**config.mk**
```make
export PLATFORM = sky130hd
export DESIGN_NAME = write_addr_arbiter
export DESIGN_NICKNAME = d
export VERILOG_FILES = /design/src/rtl/axi_route_pkg.sv /design/src/rtl/aw_addr_decoder.sv /design/src/rtl/write_addr_arbiter.sv
export SDC_FILE = /design/constraint.sdc
export NUM_CORES = 1
export LEC_CHECK = 0
export ABC_CLOCK_PERIOD_IN_PS = 4300
export CORE_MARGIN = 2
export CORE_UTILIZATION = 30
export DETAILED_ROUTE_END_ITERATION = 8
export GPL_TIMING_DRIVEN = 0
export PLACE_DENSITY = 0.93
export SETUP_SLACK_MARGIN = 0.1
export SYNTH_ARGS = -nofsm -noshare
export SYNTH_HDL_FRONTEND = slang
export SYNTH_SLANG_ARGS = --single-unit
```
**constraint.sdc**
```tcl
create_clock -name ACLK -period 4.3 [get_ports ACLK]
set_clock_uncertainty 0.2 [all_clocks]
set_input_delay 1.075 -clock ACLK [delete_from_list [all_inputs] [get_ports ACLK]]
set_output_delay 1.075 -clock ACLK [all_outputs]
set_load 0.005 [all_outputs]
```
**src/rtl/axi_route_pkg.sv**
```systemverilog
// Shared definitions for the AXI write-path route control.
// Route state enum, route code helper, slave address map and M*_S*_W codes.
`ifndef AXI_ROUTE_MACROS
`define AXI_ROUTE_MACROS
`define AXI_ADDR_BITS 32
`define MX_SX_ID_BITS 5
`define M0_S0_W 5'd1
`define M0_S1_W 5'd2
`define M0_S2_W 5'd3
`define M0_S3_W 5'd4
`define M0_S4_W 5'd5
`define M0_S5_W 5'd6
`define M0_S6_W 5'd7
`define M0_S7_W 5'd8
`define M1_S0_W 5'd9
`define M1_S1_W 5'd10
`define M1_S2_W 5'd11
`define M1_S3_W 5'd12
`define M1_S4_W 5'd13
`define M1_S5_W 5'd14
`define M1_S6_W 5'd15
`define M1_S7_W 5'd16
`define M2_S0_W 5'd17
`define M2_S1_W 5'd18
`define M2_S2_W 5'd19
`define M2_S3_W 5'd20
`define M2_S4_W 5'd21
`define M2_S5_W 5'd22
`define M2_S6_W 5'd23
`define M2_S7_W 5'd24
`endif

package axi_route_pkg;

    localparam int CODE_W      = 5;
    localparam int NUM_M       = 3;
    localparam int NUM_S       = 8;
    localparam int DEFAULT_SLV = 7;

    typedef enum logic [1:0] {
        ST_IDLE = 2'd0,
        ST_ADDR = 2'd1,
        ST_DATA = 2'd2,
        ST_RESP = 2'd3
    } route_state_e;

    // Address map of S0..S6; S7 takes every miss.
    localparam logic [31:0] SLV_BASE [7] = '{
        32'h0000_0000,
        32'h0001_0000,
        32'h0002_0000,
        32'h1000_0000,
        32'h1001_0000,
        32'h2000_0000,
        32'h3000_0000
    };

    localparam logic [31:0] SLV_MASK [7] = '{
        32'hFFFF_C000,
        32'hFFFF_0000,
        32'hFFFF_0000,
        32'hFFFF_FC00,
        32'hFFFF_FC00,
        32'hFFE0_0000,
        32'hFFFF_0000
    };

    // Route code = 1 + 8*m + s; {m, s} already equals 8*m + s.
    function automatic logic [CODE_W-1:0] code(
        input logic [1:0] m,
        input logic [2:0] s
    );
        return {m, s} + CODE_W'(1);
    endfunction

endpackage

```
**src/rtl/aw_addr_decoder.sv**
```systemverilog
// Combinational AW address decoder: first base/mask match among S0..S6.
// Ports: addr (ADDR_W) in, slv (3-bit slave index) out; misses give S7.
module aw_addr_decoder
    import axi_route_pkg::*;
#(
    parameter int ADDR_W = 32
) (
    input  logic [ADDR_W-1:0] addr,
    output logic [2:0]        slv
);

    // Walk downwards so the lowest matching index is written last.
    always_comb begin
        slv = 3'(DEFAULT_SLV);
        for (int i = NUM_S - 2; i >= 0; i--) begin
            if ((addr & ADDR_W'(SLV_MASK[i])) == ADDR_W'(SLV_BASE[i])) begin
                slv = 3'(i);
            end
        end
    end

endmodule

```
**src/rtl/write_addr_arbiter.sv**
```systemverilog
// AW arbiter/router: grants one of M0..M2, decodes the slave, holds the
// route code until the B handshake. One outstanding write at a time.
// Ports: ACLK, ARESETn (async low), AWVALID_M[2:0], AWADDR_M0..2,
//   AWREADY_S/WVALID_S/WREADY_S/WLAST_S[7:0], BVALID_M/BREADY_M[2:0],
//   AW_arbiter (route code, 0 = none), aw_busy (state != IDLE).
// Define AW_RR_ARB_EN for round-robin; otherwise fixed M0 > M1 > M2.
module write_addr_arbiter #(
    parameter int ADDR_W = `AXI_ADDR_BITS,
    parameter int CODE_W = `MX_SX_ID_BITS
) (
    input  logic              ACLK,
    input  logic              ARESETn,
    input  logic [2:0]        AWVALID_M,
    input  logic [ADDR_W-1:0] AWADDR_M0,
    input  logic [ADDR_W-1:0] AWADDR_M1,
    input  logic [ADDR_W-1:0] AWADDR_M2,
    input  logic [7:0]        AWREADY_S,
    input  logic [7:0]        WVALID_S,
    input  logic [7:0]        WREADY_S,
    input  logic [7:0]        WLAST_S,
    input  logic [2:0]        BVALID_M,
    input  logic [2:0]        BREADY_M,
    output logic [CODE_W-1:0] AW_arbiter,
    output logic              aw_busy
);

    import axi_route_pkg::*;

    route_state_e      state;
    route_state_e      state_nxt;

    logic [1:0]        grant;
    logic [1:0]        grant_nxt;
    logic [2:0]        slv;
    logic [2:0]        slv_nxt;
    logic              wlast_seen;
    logic              wlast_nxt;
    logic [CODE_W-1:0] code_nxt;
    logic              busy_nxt;

    logic              any_req;
    logic [1:0]        win;
    logic [ADDR_W-1:0] win_addr;
    logic [2:0]        dec_slv;

    logic              aw_hs;
    logic              wl_hs;
    logic              b_hs;

    assign any_req = |AWVALID_M;

    // ------------------------------------------------------------------
    // Arbitration
    // ------------------------------------------------------------------
`ifdef AW_RR_ARB_EN
    logic [1:0] rr_ptr;
    logic [1:0] rr_nxt;

    function automatic logic [1:0] rr_at(
        input logic [1:0] p,
        input int         k
    );
        int j;
        j = int'(p) + k;
        if (j >= 3) begin
            j = j - 3;
        end
        return 2'(j);
    endfunction

    // rr_ptr holds the highest-priority master; last write wins.
    always_comb begin
        win = rr_ptr;
        for (int k = 2; k >= 0; k--) begin
            if (AWVALID_M[rr_at(rr_ptr, k)]) begin
                win = rr_at(rr_ptr, k);
            end
        end
    end

    assign rr_nxt = (win == 2'd2) ? 2'd0 : win + 2'd1;

    always_ff @(posedge ACLK or negedge ARESETn) begin
        if (!ARESETn) begin
            rr_ptr <= 2'd0;
        end else if (state == ST_IDLE && any_req) begin
            rr_ptr <= rr_nxt;
        end
    end
`else
    always_comb begin
        win = 2'd0;
        for (int k = 2; k >= 0; k--) begin
            if (AWVALID_M[k]) begin
                win = 2'(k);
            end
        end
    end
`endif

    always_comb begin
        unique case (win)
            2'd1:    win_addr = AWADDR_M1;
            2'd2:    win_addr = AWADDR_M2;
            default: win_addr = AWADDR_M0;
        endcase
    end

    aw_addr_decoder #(
        .ADDR_W (ADDR_W)
    ) u_dec (
        .addr (win_addr),
        .slv  (dec_slv)
    );

    // ------------------------------------------------------------------
    // Handshakes on the held route
    // ------------------------------------------------------------------
    assign aw_hs = AWVALID_M[grant] & AWREADY_S[slv];
    assign wl_hs = WVALID_S[slv] & WREADY_S[slv] & WLAST_S[slv];
    assign b_hs  = BVALID_M[grant] & BREADY_M[grant];

    // ------------------------------------------------------------------
    // FSM: state register
    // ------------------------------------------------------------------
    always_ff @(posedge ACLK or negedge ARESETn) begin
        if (!ARESETn) begin
            state <= ST_IDLE;
        end else begin
            state <= state_nxt;
        end
    end

    // ------------------------------------------------------------------
    // FSM: next state
    // ------------------------------------------------------------------
    always_comb begin
        state_nxt = state;
        unique case (state)
            ST_IDLE: begin
                if (any_req) begin
                    state_nxt = ST_ADDR;
                end
            end
            ST_ADDR: begin
                // W may finish before AW; then the AW handshake ends the burst.
                if (aw_hs && (wl_hs || wlast_seen)) begin
                    state_nxt = ST_RESP;
                end else if (aw_hs) begin
                    state_nxt = ST_DATA;
                end
            end
            ST_DATA: begin
                if (wl_hs) begin
                    state_nxt = ST_RESP;
                end
            end
            ST_RESP: begin
                if (b_hs) begin
                    state_nxt = ST_IDLE;
                end
            end
            default: state_nxt = ST_IDLE;
        endcase
    end

    // ------------------------------------------------------------------
    // FSM: outputs (next values of the registered outputs)
    // ------------------------------------------------------------------
    always_comb begin
        grant_nxt = grant;
        slv_nxt   = slv;
        wlast_nxt = wlast_seen;
        code_nxt  = AW_arbiter;
        busy_nxt  = (state_nxt != ST_IDLE);
        unique case (state)
            ST_IDLE: begin
                if (any_req) begin
                    grant_nxt = win;
                    slv_nxt   = dec_slv;
                    wlast_nxt = 1'b0;
                    code_nxt  = CODE_W'(code(win, dec_slv));
                end
            end
            ST_ADDR: begin
                if (!aw_hs && wl_hs) begin
                    wlast_nxt = 1'b1;
                end
            end
            ST_DATA: begin
                wlast_nxt = wlast_seen;
            end
            ST_RESP: begin
                if (b_hs) begin
                    wlast_nxt = 1'b0;
                    code_nxt  = '0;
                end
            end
            default: begin
                wlast_nxt = 1'b0;
                code_nxt  = '0;
            end
        endcase
    end

    always_ff @(posedge ACLK or negedge ARESETn) begin
        if (!ARESETn) begin
            grant      <= 2'd0;
            slv        <= 3'd0;
            wlast_seen <= 1'b0;
            AW_arbiter <= '0;
            aw_busy    <= 1'b0;
        end else begin
            grant      <= grant_nxt;
            slv        <= slv_nxt;
            wlast_seen <= wlast_nxt;
            AW_arbiter <= code_nxt;
            aw_busy    <= busy_nxt;
        end
    end

endmodule

```
* Word-level counts from Yosys, hierarchy flattened
Index checks and enable logic that the tools add are counted.
Storage, ports and cells: register bits 14, input bits 139
Operators by class: add/subtract/negate cells 1, order comparisons 2, equal/unequal tests 14, multiplexer cells 38, bitwise gates (word level) 5, reductions and logical operators 12
Operators with widths (count):
- one-hot mux 32 bit (2 select lines) | 1
- equality test 22 x 19 -> 1 bit (second input constant) | 2
- logical NOT 32 bit | 1
- two-way mux 3 bit | 6
- equality test 16 x 1 -> 1 bit (second input constant) | 1
- equality test 16 x 14 -> 1 bit (second input constant) | 1
- equality test 16 x 2 -> 1 bit (second input constant) | 1
- two-way mux 2 bit | 8
- binary-select mux 1 bit (select 3 bit) | 4
- equality test 11 x 9 -> 1 bit (second input constant) | 1
- two-way mux 1 bit | 11
- two-way mux 5 bit | 2
- one-hot mux 5 bit (2 select lines) | 1
- one-hot mux 2 bit (4 select lines) | 1
- binary-select mux 1 bit (select 2 bit) | 3
- equality test 2 bit (second input constant) | 3
- inequality test 2 bit (second input constant) | 3
- adder 5 x 1 -> 5 bit (second input constant) | 1
- bitwise AND 1 bit | 4
- equality test 2 x 1 -> 1 bit (second input constant) | 2
- less-than comparator 3 x 4 -> 1 bit (second input constant) | 1
- AND reduction 4 bit | 1
- nonzero test 2 bit | 2
- less-than comparator 2 x 3 -> 1 bit (second input constant) | 1
- other kinds (9) | 10

* Logic depth before layout (Yosys ltp)
depth after elaboration 16, gate-level depth with buffers 10, depth with buffers taken out 9

* Cells and area by module
From an unflattened synthesis, not the netlist that was laid out.
Second synthesis, totals: cell total of the unflattened synthesis 225, area total of the unflattened synthesis 1646.6 um2
Modules (own cells, without submodules):
- write_addr_arbiter | instances 1, cells an instance 199, area an instance 1476.4 um2, seq. area each 350.3 um2
- aw_addr_decoder | instances 1, cells an instance 26, area an instance 170.2 um2, seq. area each 0.0 um2

* Worst setup path after synthesis
Ideal clock, no wire load.
path kind in2reg, from in AWADDR_M2[26], to reg AW_arbiter[1], arrival 3154 ps, required time 3979 ps, slack 825 ps, stages on the path 8, cells stage by stage or4_4 -> o21a_1 -> or3_1 -> nor4_2 -> a31oi_1 -> a21boi_1 -> ha_1 -> a22o_1
RTL lines:
- start, declared | line write_addr_arbiter.sv:16 | input logic [ADDR_W-1:0] AWADDR_M2,
- one-hot mux 32 bit (2 select lines) (*) | line write_addr_arbiter.sv:102 | unique case (win)
- equality test 11 x 9 -> 1 bit | line aw_addr_decoder.sv:16 | if ((addr & ADDR_W'(SLV_MASK[i])) == ADDR_W'(SLV_BASE[i])) begin
- two-way mux 3 bit (5 in a row) | line aw_addr_decoder.sv:16
- two-way mux 3 bit (*) | line aw_addr_decoder.sv:16
- net dec_slv[1] | line write_addr_arbiter.sv:44 | logic [2:0] dec_slv;
- adder 5 x 1 -> 5 bit (*) | line axi_route_pkg.sv:73 | return {m, s} + CODE_W'(1);
- two-way mux 5 bit (*) | line write_addr_arbiter.sv:178 | if (any_req) begin
- one-hot mux 5 bit (2 select lines) (*) | line write_addr_arbiter.sv:176 | unique case (state)
- end signal, assigned | line write_addr_arbiter.sv:217 | AW_arbiter <= code_nxt;
- end, declared | line write_addr_arbiter.sv:23 | output logic [CODE_W-1:0] AW_arbiter,
The timed path passes the listed nets; every way through them passes the cells marked *. The select of a mux whose other input is x is not followed. A chain may end at the register's enable or synchronous reset.

* Worst setup path in the final report
from in AWVALID_M[0], to reg AW_arbiter[1]
RTL lines:
- start, declared | line write_addr_arbiter.sv:13 | input logic [2:0] AWVALID_M,
- two-way mux 2 bit (*) | line write_addr_arbiter.sv:94 | if (AWVALID_M[k]) begin
- equality test 2 bit or equality test 2 x 1 -> 1 bit (tied branches) | line write_addr_arbiter.sv:102
- one-hot mux 32 bit (2 select lines) (*) | line write_addr_arbiter.sv:102
- equality test 11 x 9 -> 1 bit | line aw_addr_decoder.sv:16
- two-way mux 3 bit (5 in a row) | line aw_addr_decoder.sv:16
- two-way mux 3 bit (*) | line aw_addr_decoder.sv:16
- net dec_slv[1] | line write_addr_arbiter.sv:44
- adder 5 x 1 -> 5 bit (*) | line axi_route_pkg.sv:73
- two-way mux 5 bit (*) | line write_addr_arbiter.sv:178
- one-hot mux 5 bit (2 select lines) (*) | line write_addr_arbiter.sv:176
Marks and branches as above.

==> out/results.txt <==
Pins over their slew limit: 0
Number of max-cap violations: 0
First-pass DRT Iterations: 4
Power Dens Cells: 261.4 nW/um^2
CTS Hold Bufs: 0
P_int: 452.0 uW
Post-synth net total: 295
Syn-to-layout area delta: 95.42%
Later-pin clock latency in the skew report: 0.25 ns
Critical path peak fanout: 10
Sw power: 217.9 uW
Syn Std Cell Area: 1311 um^2
DPL Wire Length: 4.052 mm
I/O pins: 145
Final period util: 0.9428
Clock sinks: 14
Register area share after synthesis: 0.2672
Pin slew with the least headroom to its limit: 0.9921 ns
Root buffer cell: clkbuf_8
TNS Setup: 0 ns
Core area: 4294 um^2
Fmax: 246.7 MHz
Ratio of cells with drive above 1 in the final layout: 0.07353
Antenna Cells: 0
Setup CP Type: in -> reg
Clock slew at reported path FFs: 0.06 ns
Initial Util: 0.3054
Status: complete, no violations
CP required: 4.24 ns
Final Setup Violations: 0
Total track usage: 0.1942
Layout Cells excl Fill: 324
Switching Share: 0.3253
Setup WS pre-CTS: 0.04566 ns
DR WL/cell: 14.69 um
Hold Vio Cnt, Final: 0
Post-Synthesis Cells: 155
Drt drc: 0
CTS buffer count: 3
Most used DFF post-synth: dfrtp_1
CP Data Arrival Time: 3.99 ns
# rows: 24
Vert. Die Dim: 70.11 um
HP Class: reg -> reg
CTS Buffer Depth: 2
#FFs+latches synth: 14
Syn avg cell area: 8.460 um^2
Peak supply drop: 0.0001666 V
CTS tree: yes
EDFF count, synth: 0
Initial drt markers: 141
# port buffers: 113
GRT overflow: 0
Die X: 70.11 um
# fillers: 362
Fin crit period: 4.054 ns
Worst setup EP type: register
Vias in the first global route: 1,849
Synth warnings: 0
# resized after CTS: 0
Die Footprint: 4915 um^2
Post-route ant nets: 0
Min Hold Slack: 0.2834 ns
Largest net degree at the start of global routing: 15
CTS H-tree lvls: 1
Post-CTS setup repair buffer count: 0
Placed cells: 320
Flop pwr share: 0.328
Global-route wire length before repair: 7.886 mm
Synth unique cells: 52
Max-slew headroom: 0.3386
LEAKAGE: 0.9693 nW
Combinational power share: 0.476
Post-synth ARST share: 1.000
Final WL: 4.758 mm
Placer congestion estimate: 0.9660
Final setup margin: 0.2460 ns
Clock network fraction of total power: 0.196
Startpoint types: primary input
Initial antenna violation count: 0
Nets: 413
RSZ-0062 raised after global routing: no
Via Count: 1,774
Vias per cell: 5.475
## state kept, by name, summed over array words and instances (netlist names)
signal      cells
slv             3
AW_arbiter      5
grant           2
wlast_seen      1
aw_busy         1
state           2
## power groups by stage
stage | Clock, mW | Combinational (mW) | Sequential [mW]
5_1_grt | 0.138 | 0.350 | 0.226
6_report | 0.131 | 0.319 | 0.219
3_5_place_dp | 0 | 0.317 | 0.220
3_3_place_gp | 0 | 0.306 | 0.217
2_1_floorplan | 0 | 0.159 | 0.209
4_1_cts | 0.133 | 0.319 | 0.218
## metal layers
layer | up-vias | GRT usage | wire (um)
li1 | 848 | - | -
met1 | 842 | 0.2197 | 1717
met2 | 76 | 0.3651 | 2649
met3 | 8 | 0.04473 | 323
met4 | 0 | 0.04701 | 68
met5 | - | 0 | 0
## synthesized netlist by cell type, types with 3 or more instances
| master | count | share of area |
|---|---|---|
| a21oi_1 | 4 | 0.015 |
| a22o_1 | 3 | 0.020 |
| a31oi_1 | 3 | 0.014 |
| and4b_1 | 3 | 0.023 |
| dfrtp_1 | 14 | 0.27 |
| inv_1 | 4 | 0.011 |
| mux4_2 | 3 | 0.052 |
| nand2_1 | 14 | 0.040 |
| nand2b_1 | 3 | 0.014 |
| nand3_1 | 8 | 0.031 |
| nand4_1 | 5 | 0.024 |
| nor2_1 | 10 | 0.029 |
| nor3_1 | 3 | 0.011 |
| nor3b_1 | 4 | 0.023 |
| nor4_1 | 4 | 0.019 |
| o21a_1 | 4 | 0.023 |
| o21ai_0 | 8 | 0.031 |
| o21ai_1 | 5 | 0.019 |
| or2_2 | 3 | 0.014 |
| or3_1 | 4 | 0.019 |
| or4_1 | 6 | 0.034 |
## path summary, 6_finish.rpt
kind                                    start             to  slack (ns)  cells past startpoint
worst min register to register  AW_arbiter[0]  AW_arbiter[0]        0.28                      2
worst min-delay path            AW_arbiter[0]  AW_arbiter[0]        0.28                      2
worst max register to register         slv[1]        aw_busy        1.96                      8
worst max-delay path             AWVALID_M[0]  AW_arbiter[1]        0.25                      8
max in group asynchronous             ARESETn       state[0]        2.45                      1
min in group asynchronous             ARESETn        aw_busy        1.03                      1
## critical path, cell delays in order
cell             delay (ns)
clkdlybuf4s50_1        0.46
o21bai_2               0.31
a222oi_1               0.92
nor4_2                 0.17
a31oi_1                0.31
a21boi_1               0.27
ha_1                   0.27
a22o_1                 0.21
## kinds of logic (layout without fill, tap and decap cells)
group,Yosys count,count (layout),share of synthesized area
compound gates,46,46,0.2548
xor+xnor,1,1,0.006681
fa+ha+maj,1,1,0.009540
buf+inv,9,126,0.03243
flops,14,14,0.2672
mux,6,6,0.07919
simple gates,78,78,0.3502
## cells in the final DEF (no fill, tap or decap), types with 2 or more instances in the layout
cell,n
clkdlybuf4s50_1,113
dfrtp_1,14
nand2_1,14
nor2_1,10
nand3_1,8
o21ai_0,8
or4_1,6
o21ai_1,5
nand4_1,5
inv_1,4
nor4_1,4
nor3b_1,4
or3_1,4
o21a_1,4
a21oi_1,4
clkbuf_8,4
nand2b_1,3
or2_2,3
a22o_1,3
a31oi_1,3
and4b_1,3
nor3_1,3
mux4_2,3
buf_4,2
nor2b_1,2
a221oi_1,2
a222oi_1,2
nand3b_1,2
a21o_1,2
a221o_1,2
a211oi_1,2
clkbuf_1,2
## per-stage QoR
stage               instance area, um^2  total power [mW]  utilization
finish                             2562            0.6699       0.5967
global route                       2562            0.7149       0.5967
CTS                                2562            0.6702       0.5967
detailed placement                 2507            0.5372       0.5839
global placement                   2507            0.5235       0.5839
floorplan                          1311            0.3679            -
## final cells by class
cell class,instances,area [um^2],share of cell area
Inverter,4,15.01,0.005859
Sequential cell,14,350.3,0.1367
Clock buffer,4,55.05,0.02148
Multi-Input combinational cell,132,918.4,0.3584
Tap cell,52,65.06,0.02539
Timing Repair Buffer,113,1131,0.4414
Buffer,5,27.53,0.01074
Power figures use the tool's default switching activity.
